[config.mk]
export PLATFORM = sky130hd
export DESIGN_NAME = alu_pipe
export DESIGN_NICKNAME = d
export VERILOG_FILES = /design/src/rtl/alu_pkg.sv /design/src/rtl/alu_muldiv_iter.sv /design/src/rtl/alu_pipe.sv
export SDC_FILE = /design/constraint.sdc
export NUM_CORES = 2
export LEC_CHECK = 0
export BUFFER_PORTS_ARGS = -buffer_cell sky130_fd_sc_hd__buf_2
export CORE_MARGIN = 10
export CORE_UTILIZATION = 38
export CTS_CLUSTER_SIZE = 12
export DETAILED_ROUTE_END_ITERATION = 7
export GPL_TIMING_DRIVEN = 0
export SETUP_SLACK_MARGIN = 0.02
export SLEW_MARGIN = 20
export SYNTH_ARGS = -nofsm -noshare
export SYNTH_HDL_FRONTEND = slang
export SYNTH_SLANG_ARGS = --single-unit
[constraint.sdc]
create_clock -name clk -period 8.6 [get_ports clk]
set_input_delay 1.29 -clock clk [delete_from_list [all_inputs] [get_ports clk]]
set_output_delay 1.29 -clock clk [all_outputs]
set_load 0.05 [all_outputs]
[src/rtl/alu_pkg.sv]
// Shared op encodings, FSM state type and op-class helpers for the pipelined ALU.
package alu_pkg;

    localparam int ALU_OPW = 6;

    localparam logic [ALU_OPW-1:0] ALU_ADD    = 6'd0;
    localparam logic [ALU_OPW-1:0] ALU_SUB    = 6'd1;
    localparam logic [ALU_OPW-1:0] ALU_SLL    = 6'd2;
    localparam logic [ALU_OPW-1:0] ALU_SRL    = 6'd3;
    localparam logic [ALU_OPW-1:0] ALU_SRA    = 6'd4;
    localparam logic [ALU_OPW-1:0] ALU_SLT    = 6'd5;
    localparam logic [ALU_OPW-1:0] ALU_SLTU   = 6'd6;
    localparam logic [ALU_OPW-1:0] ALU_XOR    = 6'd7;
    localparam logic [ALU_OPW-1:0] ALU_OR     = 6'd8;
    localparam logic [ALU_OPW-1:0] ALU_AND    = 6'd9;
    localparam logic [ALU_OPW-1:0] ALU_EQ     = 6'd10;
    localparam logic [ALU_OPW-1:0] ALU_NE     = 6'd11;
    localparam logic [ALU_OPW-1:0] ALU_LT     = 6'd12;
    localparam logic [ALU_OPW-1:0] ALU_GE     = 6'd13;
    localparam logic [ALU_OPW-1:0] ALU_LTU    = 6'd14;
    localparam logic [ALU_OPW-1:0] ALU_GEU    = 6'd15;
    localparam logic [ALU_OPW-1:0] ALU_MUL    = 6'd16;
    localparam logic [ALU_OPW-1:0] ALU_MULH   = 6'd17;
    localparam logic [ALU_OPW-1:0] ALU_MULHSU = 6'd18;
    localparam logic [ALU_OPW-1:0] ALU_MULHU  = 6'd19;
    localparam logic [ALU_OPW-1:0] ALU_DIV    = 6'd20;
    localparam logic [ALU_OPW-1:0] ALU_DIVU   = 6'd21;
    localparam logic [ALU_OPW-1:0] ALU_REM    = 6'd22;
    localparam logic [ALU_OPW-1:0] ALU_REMU   = 6'd23;

    typedef enum logic {
        IDLE = 1'b0,
        ITER = 1'b1
    } alu_state_t;

    function automatic logic is_muldiv(input logic [ALU_OPW-1:0] op);
        return (op >= ALU_MUL) && (op <= ALU_REMU);
    endfunction

    function automatic logic is_div(input logic [ALU_OPW-1:0] op);
        return (op >= ALU_DIV) && (op <= ALU_REMU);
    endfunction

    function automatic logic is_rem(input logic [ALU_OPW-1:0] op);
        return (op == ALU_REM) || (op == ALU_REMU);
    endfunction

endpackage

[src/rtl/alu_muldiv_iter.sv]
// Bit-serial multiply (shift-add) and divide (restoring) engine on operand magnitudes.
// done is high during the final iteration; result reflects that iteration's outcome.
module alu_muldiv_iter
    import alu_pkg::*;
#(
    parameter int XLEN = 32
) (
    input  logic               clk,
    input  logic               rst,
    input  logic               start,
    input  logic [ALU_OPW-1:0] op,
    input  logic [XLEN-1:0]    a,
    input  logic [XLEN-1:0]    b,
    output logic               done,
    output logic [XLEN-1:0]    result
);
    localparam int CW = $clog2(XLEN);

    logic              running_r, div_r, want_hi_r, want_rem_r, neg_q_r, neg_rem_r;
    logic [CW-1:0]     count_r;
    logic [2*XLEN-1:0] prod_r, mcand_r;
    logic [XLEN-1:0]   mplier_r, part_r, quo_r, divisor_r;

    logic              sign_a_s, sign_b_s;
    logic [XLEN-1:0]   mag_a_s, mag_b_s;
    logic [2*XLEN-1:0] prod_nx_s, prod_fix_s;
    logic [XLEN:0]     part_shift_s;
    logic [XLEN-1:0]   part_nx_s, quo_nx_s, quo_fix_s, part_fix_s;

    assign sign_a_s = a[XLEN-1] && ((op == ALU_MULH) || (op == ALU_MULHSU) ||
                                    (op == ALU_DIV) || (op == ALU_REM));
    assign sign_b_s = b[XLEN-1] && ((op == ALU_MULH) || (op == ALU_DIV) || (op == ALU_REM));
    assign mag_a_s  = sign_a_s ? -a : a;
    assign mag_b_s  = sign_b_s ? -b : b;
    assign done     = running_r && (count_r == CW'(XLEN - 1));

    // One iteration step and sign correction of the resulting value
    always_comb begin
        prod_nx_s    = mplier_r[0] ? (prod_r + mcand_r) : prod_r;
        part_shift_s = {part_r, quo_r[XLEN-1]};
        if (part_shift_s >= {1'b0, divisor_r}) begin
            part_nx_s = XLEN'(part_shift_s - {1'b0, divisor_r});
            quo_nx_s  = {quo_r[XLEN-2:0], 1'b1};
        end else begin
            part_nx_s = part_shift_s[XLEN-1:0];
            quo_nx_s  = {quo_r[XLEN-2:0], 1'b0};
        end
        prod_fix_s = neg_q_r ? -prod_nx_s : prod_nx_s;
        quo_fix_s  = neg_q_r ? -quo_nx_s : quo_nx_s;
        part_fix_s = neg_rem_r ? -part_nx_s : part_nx_s;
        if (div_r) begin
            result = want_rem_r ? part_fix_s : quo_fix_s;
        end else begin
            result = want_hi_r ? prod_fix_s[2*XLEN-1:XLEN] : prod_fix_s[XLEN-1:0];
        end
    end

    // Operand load on start, then one bit per clock until the last count
    always_ff @(posedge clk) begin
        if (rst) begin
            running_r  <= 1'b0;
            div_r      <= 1'b0;
            want_hi_r  <= 1'b0;
            want_rem_r <= 1'b0;
            neg_q_r    <= 1'b0;
            neg_rem_r  <= 1'b0;
            count_r    <= '0;
            prod_r     <= '0;
            mcand_r    <= '0;
            mplier_r   <= '0;
            part_r     <= '0;
            quo_r      <= '0;
            divisor_r  <= '0;
        end else if (start) begin
            running_r  <= 1'b1;
            div_r      <= is_div(op);
            want_hi_r  <= (op != ALU_MUL);
            want_rem_r <= is_rem(op);
            neg_q_r    <= sign_a_s ^ sign_b_s;
            neg_rem_r  <= sign_a_s;
            count_r    <= '0;
            prod_r     <= '0;
            mcand_r    <= {{XLEN{1'b0}}, mag_a_s};
            mplier_r   <= mag_b_s;
            part_r     <= '0;
            quo_r      <= mag_a_s;
            divisor_r  <= mag_b_s;
        end else if (running_r) begin
            count_r  <= count_r + CW'(1'b1);
            prod_r   <= prod_nx_s;
            mcand_r  <= {mcand_r[2*XLEN-2:0], 1'b0};
            mplier_r <= {1'b0, mplier_r[XLEN-1:1]};
            part_r   <= part_nx_s;
            quo_r    <= quo_nx_s;
            if (done) begin
                running_r <= 1'b0;
            end
        end
    end

endmodule

[src/rtl/alu_pipe.sv]
// Handshaked ALU: single-cycle RV32I ops and compares, iterative RV32M ops,
// with a held output register drained by out_ready.
module alu_pipe
    import alu_pkg::*;
#(
    parameter int XLEN     = 32,
    parameter int OPW      = 6,
    parameter bit ENABLE_M = 1'b1
) (
    input  logic            clk,
    input  logic            rst,
    input  logic            in_valid,
    output logic            in_ready,
    input  logic [OPW-1:0]  op,
    input  logic [XLEN-1:0] src1,
    input  logic [XLEN-1:0] src2,
    input  logic [XLEN-1:0] imm,
    input  logic            use_imm,
    output logic            out_valid,
    input  logic            out_ready,
    output logic [XLEN-1:0] result,
    output logic            illegal
);
    localparam int              SHW     = $clog2(XLEN);
    localparam logic [XLEN-1:0] MIN_NEG = {1'b1, {(XLEN-1){1'b0}}};

    alu_state_t         state_r;
    logic               out_valid_r, illegal_r;
    logic [XLEN-1:0]    result_r;

    logic [ALU_OPW-1:0] op_s;
    logic [XLEN-1:0]    b_s, alu_res_s, mdu_result_s;
    logic [SHW-1:0]     shamt_s;
    logic               accept_s, start_iter_s, alu_ill_s, mdu_done_s, lt_s, ltu_s, eq_s;

    assign op_s      = ALU_OPW'(op);
    assign b_s       = use_imm ? imm : src2;
    assign shamt_s   = b_s[SHW-1:0];
    assign lt_s      = $signed(src1) < $signed(b_s);
    assign ltu_s     = src1 < b_s;
    assign eq_s      = src1 == b_s;
    assign in_ready  = !rst && (state_r == IDLE) && (!out_valid_r || out_ready);
    assign accept_s  = in_valid && in_ready;
    assign out_valid = out_valid_r;
    assign result    = result_r;
    assign illegal   = illegal_r;

    // Single-cycle datapath; M ops either resolve their corner cases here or launch the engine
    always_comb begin
        alu_res_s    = '0;
        alu_ill_s    = 1'b0;
        start_iter_s = 1'b0;
        case (op_s)
            ALU_ADD:  alu_res_s = src1 + b_s;
            ALU_SUB:  alu_res_s = src1 - b_s;
            ALU_SLL:  alu_res_s = src1 << shamt_s;
            ALU_SRL:  alu_res_s = src1 >> shamt_s;
            ALU_SRA:  alu_res_s = $signed(src1) >>> shamt_s;
            ALU_SLT,
            ALU_LT:   alu_res_s = {{(XLEN-1){1'b0}}, lt_s};
            ALU_SLTU,
            ALU_LTU:  alu_res_s = {{(XLEN-1){1'b0}}, ltu_s};
            ALU_XOR:  alu_res_s = src1 ^ b_s;
            ALU_OR:   alu_res_s = src1 | b_s;
            ALU_AND:  alu_res_s = src1 & b_s;
            ALU_EQ:   alu_res_s = {{(XLEN-1){1'b0}}, eq_s};
            ALU_NE:   alu_res_s = {{(XLEN-1){1'b0}}, !eq_s};
            ALU_GE:   alu_res_s = {{(XLEN-1){1'b0}}, !lt_s};
            ALU_GEU:  alu_res_s = {{(XLEN-1){1'b0}}, !ltu_s};
            default: begin
                if (!is_muldiv(op_s)) begin
                    alu_ill_s = 1'b1;
                end else if (ENABLE_M == 1'b0) begin
                    alu_ill_s = 1'b1;
                end else if (is_div(op_s) && (b_s == '0)) begin
                    alu_res_s = is_rem(op_s) ? src1 : '1;
                end else if (((op_s == ALU_DIV) || (op_s == ALU_REM)) &&
                             (src1 == MIN_NEG) && (b_s == '1)) begin
                    alu_res_s = (op_s == ALU_REM) ? '0 : src1;
                end else begin
                    start_iter_s = 1'b1;
                end
            end
        endcase
    end

    alu_muldiv_iter #(
        .XLEN (XLEN)
    ) u_muldiv (
        .clk    (clk),
        .rst    (rst),
        .start  (accept_s && start_iter_s),
        .op     (op_s),
        .a      (src1),
        .b      (b_s),
        .done   (mdu_done_s),
        .result (mdu_result_s)
    );

    // Control FSM and output register; a drain and a new accept may share one edge
    always_ff @(posedge clk) begin
        if (rst) begin
            state_r     <= IDLE;
            out_valid_r <= 1'b0;
            result_r    <= '0;
            illegal_r   <= 1'b0;
        end else begin
            if (out_valid_r && out_ready) begin
                out_valid_r <= 1'b0;
            end
            case (state_r)
                IDLE: begin
                    if (accept_s && start_iter_s) begin
                        state_r <= ITER;
                    end else if (accept_s) begin
                        out_valid_r <= 1'b1;
                        result_r    <= alu_res_s;
                        illegal_r   <= alu_ill_s;
                    end
                end
                ITER: begin
                    if (mdu_done_s) begin
                        state_r     <= IDLE;
                        out_valid_r <= 1'b1;
                        result_r    <= mdu_result_s;
                        illegal_r   <= 1'b0;
                    end
                end
                default: state_r <= IDLE;
            endcase
        end
    end

endmodule

[Yosys cells after proc, flatten, opt, wreduce, memory -nomap -nowiden]
Cells that the tools add are included.
Word-level totals
  ROM bits: 0
  flip-flop bits (word level): 302
  memory bits (writable): 0
  input bits: 107
  memories kept: 0
  word-level logic and storage cells: 152
  latch bits: 0
Cells by class
  bitwise operators: 5
  mux-type cells: 48
  order comparisons: 6
  multipliers: 0
  shift-type cells: 3
  equal/unequal tests: 28
  reductions and logical operators: 34
  div/mod/pow operators: 0
  $add $sub $neg: 10
Operators by type and width (count)
  2-to-1 mux 32 bit: 23
  case mux 32 bit (14 select lines): 1
  2-to-1 mux 64 bit: 2
  negation 32 bit: 4
  adder 64 bit: 1
  == test 32 bit (second input constant): 2
  < comparator 32 bit: 2
  negation 64 bit: 1
  case mux 32 bit (2 select lines): 1
  subtractor 32 bit: 2
  == test 6 x 4 -> 1 bit (second input constant): 8
  greater-or-equal comparator 33 x 32 -> 1 bit: 1
  adder 32 bit: 1
  AND 32 bit: 1
  == test 32 bit: 1
  logical NOT 32 bit: 1
  bitwise OR 32 bit: 1
  left shift 32 x 5 -> 32 bit: 1
  right shift 32 x 5 -> 32 bit: 1
  >>> shifter 32 x 5 -> 32 bit: 1
  XOR 32 bit: 1
  == test 6 x 5 -> 1 bit (second input constant): 5
  == test 6 x 3 -> 1 bit (second input constant): 4
  2-to-1 mux 1 bit: 18
  20 further kinds: 50

[Logic depth before layout (Yosys ltp)]
  word-level depth: 11
  depth in mapped cells: 26
  mapped depth without buffers: 22

[Cells and area by module]
From an unflattened synthesis, not the netlist that was laid out.
Unflattened totals
  cell total of the unflattened synthesis: 4870
  area, all modules: 34654.5 um2
Modules (own cells, without submodules)
  alu_muldiv_iter: area an instance 23259.8 um2, cells each 3147, instances 1
  alu_pipe: area an instance 11394.7 um2, cells each 1723, instances 1

[Least setup slack after synthesis]
OpenSTA, ideal clock, no wires.
  path type: input port to flip-flop
  start: input port use_imm
  end: register result_r[24], in the netlist result[24]
  setup time: 0.079 ns
  stages on the path: 23
  buffers on the path: 6
  arrival: 6.597 ns
  path slack: 1.924 ns
  cells stage by stage: buf_2 -> buf_2 -> buf_2 -> mux2i_1 -> inv_1 -> buf_2 -> clkbuf_1 -> buf_1 -> ha_1 -> fa_1 -> a21o_1 -> a21o_1 -> a2111oi_0 -> o21ai_0 -> o21a_1 -> a311o_1 -> a31o_2 -> a211oi_1 -> o21bai_1 -> o221a_2 -> nor2_1 -> o221ai_1 -> a211oi_2
On the way
  cells in the longest elaborated chain, start to end: 10
RTL lines
  start: declaration: RTL line alu_pipe.sv:18  | input logic use_imm,
  2-to-1 mux 32 bit *: RTL line alu_pipe.sv:37  | assign b_s = use_imm ? imm : src2;
  named net b_s[0]: RTL line alu_pipe.sv:32  | logic [XLEN-1:0] b_s, alu_res_s, mdu_result_s;
  parallel branches: the longest is 9 deep, another holds subtractor 32 bit
  end signal: assignment: RTL line alu_pipe.sv:117  | result_r <= alu_res_s;
  end signal: assignment: RTL line alu_pipe.sv:125  | result_r <= mdu_result_s;
  end: declaration: RTL line alu_pipe.sv:29  | logic [XLEN-1:0] result_r;
Mark *: on every way through the listed nets, which the timed path passes. The select of a mux whose other input is x is not followed.
A chain may end at the register's enable or synchronous reset.

[Worst setup path in the final report]
  start: input port use_imm
  end: register result_r[0], in the netlist result[0]
On the way
  cells in the longest elaborated chain, start to end: 10
RTL lines (RTL line)
  2-to-1 mux 32 bit *: alu_pipe.sv:37
  named net b_s[0]: alu_pipe.sv:32
  parallel branches: the longest is 9 deep, another holds < comparator 32 bit
Marked as above.

==> impl_metrics.ini <==
[min_path]
worstHoldPathType = register to register

[final_layout]
final_util_pct = 42.3
fillers = 9628
drive_gt1_share_pct = 8.42
synthToLayoutAreaGrowth_pct = 10.5
nets = 5300
final_area_sq_um = 38100

[sta]
period_share_pct = 103
whs_ps = 457
setup_slack_ps = -279
setup-violations-final = 5
post-route-min-period_ps = 8880
hold_viol = 0
slew_violations = 0
rsz0062_at_grt = yes
fmax_ghz = 0.113
maxSlewHeadroom_pct = 11.8
tightest_slew_ps = 1310
clock_skew_ps = 31.6

[global_routing]
grt_pass1_wl_microns = 292000
grtUsageTotal_pct = 38.8
grt_max_degree = 20
grt_pass1_vias = 38168
grt_overflow = 0
antenna_found_initial = 5

[drt]
vias_per_cell = 6.63
wirelength_microns = 210000
num_vias = 41055
drc = 3
dr.pass1.iters = 8
dr.first_iter.drc_count = 5557
routedWlPerCell_microns = 34.0
antenna_left = 0

[worst_setup_path]
slowest_stage = clkbuf_1
path_buf_inv = 7
cp.required_ps = 9030
crit_top_cell = buf_2
cpPeakStageDelay_ps = 650
crit_type = input port to register
critPathMaxFanout = 12
crit_chain = buf_2, buf_2, buf_4, mux2i_4, inv_1, buf_2, clkbuf_1, buf_2, ha_1, fa_1, o21ba_2, o21ai_0, a221o_1, a221oi_2, nor2_1, a211oi_1, o221a_2, o21a_1, o41a_1, o21bai_1, mux2i_1, a311oi_4, o31ai_1
worstPathArrival_ps = 9310
crit_path_start_kind = input port
cp_top_family = compound AO/OA/AOI/OAI gates
end_kind = register

[logic_synthesis]
synth_ff_type = dfxtp_1
ys_types = 118
async_flop_share_pct = 0
syn_avg_cell_area_sq_um = 7.17
ys_warn_count = 0
syn_inst = 4806
ys_ff_latch = 302
synth_edf_count = 0
yosysTopAreaCell = dfxtp_1
syn-cell-area_sq_um = 34500
synth.top_cell.area_share_pct = 17.5
synthesis.nets = 5118
synth_area_leaders = dfxtp_1, mux2i_1, ha_1
ys_seq_area_share_pct = 17.5

[status]
violations = design-rule violations, negative setup slack
status = finished, violations left

[placed_design]
numPortBuffers = 139
dpl_cell_area_sq_um = 36700
gp_congestion = 1.06
dpl.hpwl_microns = 172000

[clock_network]
clk_pin_slew_ps = 60
cts.sinks = 302
cts_tree = built
clockBufferDepth = 3
cts_root_buf = clkbuf_16
post_cts_buffers = 0
cts_made_buffers = 38
clk_latency_ps = 590
postCtsHoldBufs = 0
htreeDepth = 2
cts_resized = 15

[power]
vdd_drop_max_uv = 131
leakage_nw = 14.5
p_per_area_nw_per_um2 = 146

[die]
dieArea_sq_um = 103000
core.rowCount = 110
core-area_sq_um = 90000
ios = 142
die_w_microns = 321
die_y_microns = 321
initial_utilization_pct = 38.3

[run]
drv_cap = 0
## per-stage QoR
| stage | setup TNS, ps | worst slack (ps) | power (mW) | instances |
|---|---|---|---|---|
| 6_report | -675 | -279 | 5.57 | 6189 |
| 5_1_grt | -150 | -150 | 5.72 | 6186 |
| 4_1_cts | -28.7 | -28.7 | 5.47 | 6188 |
| 3_5_place_dp | -44170 | -2090 | 3.81 | 6127 |
| 3_3_place_gp | -214830 | -2840 | 3.83 | 6121 |
| 2_1_floorplan | 0 | 1920 | 2.95 | 4806 |
## final timing paths
check	start	to	slack, ps	cells after the start
max	use_imm	result[0]	-280	23
min reg2reg	u_muldiv.divisor_r[31]	u_muldiv.divisor_r[31]	460	2
min	u_muldiv.divisor_r[31]	u_muldiv.divisor_r[31]	460	2
max reg2reg	u_muldiv.divisor_r[3]	result[26]	220	21
## cell type report
class / instances / area [sq um] / area share [%]
Inverter: 184 / 691 / 1.81
Tap cell: 1176 / 1470 / 3.86
Timing Repair Buffer: 145 / 733 / 1.93
Clock buffer: 49 / 1060 / 2.79
Antenna cell: 3 / 7.51 / 0.0197
Sequential cell: 302 / 6050 / 15.9
Multi-Input combinational cell: 3964 / 26500 / 69.6
Buffer: 353 / 1390 / 3.65
Clock inverter: 13 / 163 / 0.427
## power by group
part	internal (mW)	leakage (nW)	total [mW]	switching [mW]
clock	0.939	0.597	1.66	0.723
combinational	0.715	11.5	2.43	1.72
sequential	1.43	2.44	1.47	0.0413
## cell usage after synthesis (all sizes together), types with 39 or more instances
master and count:
buf 74, nand2b 40, xnor2 142, or3 41, o31ai 53, o211ai 42
mux2 42, nand4 85, nor2 545, nor4 42, o21a 49, o21ai 337
a21boi 71, a31oi 61, mux2i 282, a21o 55, and3 39, nand3 97
ha 201, a211oi 165, dfxtp 302, a21oi 451, xor2 72, nor3 116
clkbuf 282, nand2 379, inv 182
## state kept, by name, indices dropped and copies added, names as in the netlist
| register | flops |
|---|---|
| result | 32 |
| u_muldiv.neg_rem_r | 1 |
| u_muldiv.want_rem_r | 1 |
| illegal | 1 |
| u_muldiv.want_hi_r | 1 |
| u_muldiv.neg_q_r | 1 |
| u_muldiv.mcand_r | 64 |
| out_valid | 1 |
| u_muldiv.running_r | 1 |
| state_r | 1 |
| u_muldiv.prod_r | 64 |
| u_muldiv.quo_r | 32 |
| u_muldiv.div_r | 1 |
| u_muldiv.count_r | 5 |
| u_muldiv.part_r | 32 |
| u_muldiv.divisor_r | 32 |
| u_muldiv.mplier_r | 32 |
## routing by layer
metal	global-route usage [%]	up-vias	part of all wire [%]
met3	7.08	547	9.1
met1	48.8	19837	40
met5	0	-	0.010
met4	23.7	4	7.3
met2	60.9	2509	44
li1	-	18158	-
## layout by cell type, fill, tap and decap left out, drive strengths merged, types with 72 or more instances in the layout
cell type | synthesis | routed
nor3 | 116 | 116
buf | 74 | 216
o21ai | 337 | 337
xor2 | 72 | 72
nand2 | 379 | 379
ha | 201 | 201
a211oi | 165 | 165
nand3 | 97 | 97
inv | 182 | 185
mux2i | 282 | 282
nor2 | 545 | 545
a21oi | 451 | 451
clkbuf | 282 | 331
nand4 | 85 | 85
xnor2 | 142 | 142
dfxtp | 302 | 302
## cells by family after synthesis
group | after synthesis | share of synthesized area (%)
buffers and inverters | 540 | 6.01
adder cells (fa/ha/maj) | 205 | 7.53
XOR/XNOR | 214 | 5.44
multiplexers | 333 | 10.2
flip-flops | 302 | 17.5
AND/OR/NAND/NOR | 1552 | 21.5
AO/OA/AOI/OAI | 1660 | 31.8
## tightest hold or removal path, delay by kind of cell, from the launching register on
| family | cells | cell delay (ps) |
|---|---|---|
| compound gates | 1 | 50 |
| simple gates | 1 | 50 |
| flops | 1 | 310 |
No activity file was read; power rests on OpenSTA's default activity.
